==> src/rtl/mem_responder_if.sv <==
// mem_responder_if: request/response signals between the control unit and the memory target
interface mem_responder_if;
  logic        MemRead;
  logic        MemWrite;
  logic [31:0] Address;
  logic [31:0] WriteData;
  logic [31:0] ReadData;
  logic        MemReady;
  logic        AddrError;
  logic        Busy;
  modport master (output MemRead, MemWrite, Address, WriteData, input ReadData, MemReady, AddrError, Busy);
  modport slave  (input MemRead, MemWrite, Address, WriteData, output ReadData, MemReady, AddrError, Busy);
endinterface

==> src/rtl/mem_responder.sv <==
// mem_responder: multicycle word memory with programmable wait states and a one-cycle completion pulse
module mem_responder #(
  parameter int DEPTH_WORDS = 64,
  parameter int WAIT_CYCLES = 2
) (
  input logic            Clk,
  input logic            Reset_PC,
  mem_responder_if.slave bus
);
  localparam int AW = DEPTH_WORDS > 1 ? $clog2(DEPTH_WORDS) : 1;
  localparam int CW = WAIT_CYCLES > 1 ? $clog2(WAIT_CYCLES) : 1;
  typedef enum logic [1:0] {IDLE, WAIT, RESP} state_t;
  state_t        r_state, w_next;
  logic [CW-1:0] r_cnt;
  logic [31:0]   r_addr, r_wdata, r_rdata;
  logic          r_we, r_err;
  logic [31:0]   mem [DEPTH_WORDS];
  logic          w_req, w_accept, w_we, w_err, w_to_resp;
  logic [31:0]   w_addr;
  logic [AW-1:0] w_idx;
  assign w_req     = bus.MemRead | bus.MemWrite;
  assign w_accept  = (r_state == IDLE) & w_req;
  // with zero wait states the response is computed straight from the live request
  assign w_addr    = (r_state == IDLE) ? bus.Address : r_addr;
  assign w_we      = (r_state == IDLE) ? bus.MemWrite : r_we;
  assign w_err     = (|w_addr[1:0]) | ({2'b00, w_addr[31:2]} >= 32'(DEPTH_WORDS));
  assign w_idx     = w_addr[AW+1:2];
  assign w_to_resp = (w_next == RESP) & (r_state != RESP);
  // state register
  always_ff @(posedge Clk or negedge Reset_PC)
    if (!Reset_PC) r_state <= IDLE;
    else           r_state <= w_next;
  // next-state decode
  always_comb begin
    w_next = r_state;
    case (r_state)
      IDLE:    w_next = w_req ? ((WAIT_CYCLES == 0) ? RESP : WAIT) : IDLE;
      WAIT:    w_next = (r_cnt == '0) ? RESP : WAIT;
      RESP:    w_next = IDLE;
      default: w_next = IDLE;
    endcase
  end
  // latch the request once at acceptance; later input changes are ignored until the next IDLE
  always_ff @(posedge Clk or negedge Reset_PC)
    if (!Reset_PC) begin
      r_addr  <= '0;
      r_wdata <= '0;
      r_we    <= 1'b0;
      r_err   <= 1'b0;
      r_cnt   <= '0;
    end else if (w_accept) begin
      r_addr  <= bus.Address;
      r_wdata <= bus.WriteData;
      r_we    <= bus.MemWrite;
      r_err   <= w_err;
      r_cnt   <= CW'(WAIT_CYCLES - 1);
    end else if (r_state == WAIT) begin
      r_cnt   <= r_cnt - 1'b1;
    end
  // read result is loaded on the edge entering RESP so it is valid alongside MemReady
  always_ff @(posedge Clk or negedge Reset_PC)
    if (!Reset_PC)      r_rdata <= '0;
    else if (w_to_resp) r_rdata <= w_err ? '0 : (w_we ? r_rdata : mem[w_idx]);
  // array write commits on the edge leaving RESP, so a reset during WAIT drops it
  always_ff @(posedge Clk)
    if ((r_state == RESP) && r_we && !r_err) mem[r_addr[AW+1:2]] <= r_wdata;
  assign bus.ReadData  = r_rdata;
  assign bus.MemReady  = (r_state == RESP);
  assign bus.AddrError = (r_state == RESP) & r_err;
  assign bus.Busy      = (r_state != IDLE);
endmodule

==> src/flat_wrapper.sv <==
// flat-port wrapper written by rule: the top's interface ports become plain ports
module mem_responder_flat 
#(
  parameter int DEPTH_WORDS = 64,
  parameter int WAIT_CYCLES = 2
)
  (Clk, Reset_PC, bus_MemRead, bus_MemWrite, bus_Address, bus_WriteData, bus_ReadData, bus_MemReady, bus_AddrError, bus_Busy);
  mem_responder_if bus_i ();
  input logic Clk;
  input logic Reset_PC;
  input wire logic [$bits(bus_i.MemRead)-1:0] bus_MemRead;
  input wire logic [$bits(bus_i.MemWrite)-1:0] bus_MemWrite;
  input wire logic [$bits(bus_i.Address)-1:0] bus_Address;
  input wire logic [$bits(bus_i.WriteData)-1:0] bus_WriteData;
  output wire logic [$bits(bus_i.ReadData)-1:0] bus_ReadData;
  output wire logic [$bits(bus_i.MemReady)-1:0] bus_MemReady;
  output wire logic [$bits(bus_i.AddrError)-1:0] bus_AddrError;
  output wire logic [$bits(bus_i.Busy)-1:0] bus_Busy;
  assign bus_i.MemRead = bus_MemRead;
  assign bus_i.MemWrite = bus_MemWrite;
  assign bus_i.Address = bus_Address;
  assign bus_i.WriteData = bus_WriteData;
  assign bus_ReadData = bus_i.ReadData;
  assign bus_MemReady = bus_i.MemReady;
  assign bus_AddrError = bus_i.AddrError;
  assign bus_Busy = bus_i.Busy;
  mem_responder #(.DEPTH_WORDS(DEPTH_WORDS), .WAIT_CYCLES(WAIT_CYCLES)) u_core (.Clk(Clk), .Reset_PC(Reset_PC), .bus(bus_i));
endmodule
==> config.mk <==
export PLATFORM = sky130hd
export DESIGN_NAME = mem_responder_flat
export DESIGN_NICKNAME = d
export VERILOG_FILES = /design/src/rtl/mem_responder_if.sv /design/src/rtl/mem_responder.sv /design/src/flat_wrapper.sv
export SDC_FILE = /design/constraint.sdc
export NUM_CORES = 2
export LEC_CHECK = 0
export ABC_AREA = 1
export CAP_MARGIN = 20
export CORE_MARGIN = 2
export CORE_UTILIZATION = 45
export DETAILED_ROUTE_END_ITERATION = 16
export PLACE_DENSITY = 0.72
export SYNTH_ARGS = -nofsm -noshare
export SYNTH_HDL_FRONTEND = slang
export SYNTH_SLANG_ARGS = --single-unit
==> constraint.sdc <==
create_clock -name Clk -period 6.9 [get_ports Clk]
set_clock_uncertainty 0.2 [all_clocks]
set_input_delay 1.38 -clock Clk [delete_from_list [all_inputs] [get_ports Clk]]
set_output_delay 1.38 -clock Clk [all_outputs]
set_load 0.1 [all_outputs]
==> impl_metrics.json <==
{
  "dieArea_mm2": 0.195,
  "hold_buffers": 0,
  "report.final.slew_viol_count": 0,
  "place.detailed.hpwl_um": 129000,
  "synth_top_cell_by_area": "edfxtp_1",
  "grt-ovfl-total": 0,
  "wl_per_cell_um": 25.2,
  "yosysTopAreaCellShare_pct": 71.4,
  "syn_inst": 7120,
  "row_count": 160,
  "cp_data_required_time_ps": 7490,
  "drcViolationCount": 0,
  "clock.fmax_mhz": 205,
  "worst_slack_ps": 2020,
  "gp_congestion": 0.832,
  "yosysMostFrequentCell": "nand3_1",
  "start_util_pct": 45.3,
  "peakVddDrop_uv": 581,
  "drt_iter0_drc": 9034,
  "postRouteAntennaNets": 0,
  "fin_area_mm2": 0.0969,
  "status": "finished, final reports clean",
  "dpl_cell_area_mm2": 0.0904,
  "place_ws_ps": 1500,
  "grt_max_degree": 150,
  "cts_resized": 0,
  "grt_pass1_vias": 56700,
  "die_w_um": 441,
  "hold_viol": 0,
  "seq_area_frac_synth_pct": 74.4,
  "synth_flop_cell": "edfxtp_1",
  "yosys-top-cells-count": "2255 x nand3_1, 2064 x nand2_1, 2048 x edfxtp_1",
  "netlist_area_mm2": 0.0861,
  "first_pass_iters": 8,
  "ys_warn_count": 0,
  "cts_sinks": 2149,
  "end_kind": "flip-flop",
  "syn_nets": 7188,
  "yosys.cell_types.count": 21,
  "postCtsSetupRepairBufs": 0,
  "track_usage_pct": 24.9,
  "clkTransAtPathRegs_ps": 60,
  "drive_above_1_share_pct": 7.98,
  "synth_area_per_cell_um2": 12.1,
  "final_core_util_pct": 51.0,
  "io_buffers": 102,
  "period_share_pct": 70.7,
  "die_h_um": 441,
  "vias": 59300,
  "whs_ps": 284,
  "cts-root-buf": "clkbuf_16",
  "cap_violations": 0,
  "grt_pass1_wl_um": 362000,
  "crit_fanout": 73,
  "crit_type": "reg -> reg",
  "min_path_type": "reg -> reg",
  "final_nets": 7183,
  "synth_edf_count": 2048,
  "rsz0062_at_grt": "no",
  "cts_made_buffers": 200,
  "area_growth_pct": 12.6,
  "core_mm2": 0.190,
  "clk_latency_ps": 850,
  "synth_seq_cells": 2149,
  "cts_tree": "built",
  "relSlewSlack_pct": 19.3,
  "p_leak_nw": 33.6,
  "async_reset_ff_share_pct": 4.70,
  "routed_wirelength_um": 247000,
  "cts_max_path_buffers": 3,
  "start_kind": "flip-flop",
  "vias_per_cell": 6.05,
  "fin_setup_tns_ps": 0,
  "antenna_found_initial": 4,
  "ios": 103,
  "critPathArrivalTime_ps": 5470,
  "power.density_mw_per_mm2": 488,
  "setup_viol": 0,
  "period_needed_ps": 4880,
  "tightest_slew_ps": 1210,
  "h-tree-depth": 4,
  "synthTopCellsByArea": "edfxtp_1 71%, nand3_1 13%, nand2_1 9.0%"
}
-- power by group --
group	internal (mW)	switching (mW)	total [mW]
clock	6.03	4.71	10.7
sequential	16.3	0.457	16.7
combinational	5.04	14.8	19.8
-- through the flow --
| stage | power (mW) | std cells |
|---|---|---|
| floorplan | 29.2 | 7120 |
| global placement | 35.7 | 9408 |
| detailed placement | 36.1 | 9413 |
| CTS | 46.7 | 9784 |
| global route | 49.1 | 9795 |
| finish | 47.3 | 9796 |
-- placed cells by master (no fill, tap or decap), types with 4 or more instances in the layout --
cell                n
nand3_1          2255
nor3_1              4
o21ai_0            19
nor2_4             65
buf_12             51
nor4_1              7
inv_6               5
inv_2               4
edfxtp_1         2048
clkbuf_16         206
nor2_1              8
dfrtp_1            69
buf_4             127
nand2_1          2060
inv_1              29
clkbuf_8            9
o21ai_4             8
clkdlybuf4s50_1   101
clkinv_2           42
nand4_1            12
bufinv_16          13
dfrtp_2            32
clkinv_1           45
clkbuf_1           45
-- worst paths after layout --
kind	cells after the start	endpoint	slack, ps	startpoint
worst min register to register	2	u_core.r_wdata[3]	280	u_core.r_wdata[3]
worst min-delay path	2	u_core.r_wdata[3]	280	u_core.r_wdata[3]
max in group asynchronous	2	u_core.r_wdata[1]	4650	Reset_PC
worst max-delay path	13	u_core.bus.ReadData[15]	2020	u_core.r_state[0]
min in group asynchronous	1	u_core.r_wdata[28]	430	Reset_PC
worst max register to register	13	u_core.bus.ReadData[15]	2020	u_core.r_state[0]
-- cell type report --
class                      count  area (um^2)
antenna                        1         2.50
clock buffer                 260         5450
clock inverter               111          890
fill                       15700        93200
inverter                      36          150
multi-input combinational   4447        20200
sequential                  2149        64100
tap                         2511         3140
timing repair buffer         281         3020
-- flip-flops by register name, summed over array words and instances (netlist names) --
signal / cells
u_core.r_err: 1
u_core.mem: 2048
u_core.bus.ReadData: 32
u_core.r_wdata: 32
u_core.r_state: 2
u_core.r_cnt: 1
u_core.r_addr: 32
u_core.r_we: 1
-- critical path, stage by stage (launching register included) --
cell     delay (ps)
dfrtp_1         450
nor2_4          680
nand2_4         630
nand2_4         730
buf_12          310
buf_12          340
nand2_1         120
nand3_1         100
nand3_1          90
nand3_1         110
nand3_1         190
nand3_1         480
nand3_1         190
nand2_1         100
-- cells by family after synthesis --
family	synth area share, %
buf+inv	2.84
flops	74.4
simple gates	22.6
compound gates	0.167
-- layer usage --
metal	up-vias	global-route usage, %	part of all wire [%]
met5	-	0	0.011
met4	4	10.8	4.2
met3	636	4.56	12
met2	4023	40.5	47
met1	29100	32.9	36
li1	25500	-	-
No activity file was read; power rests on OpenSTA's default activity.
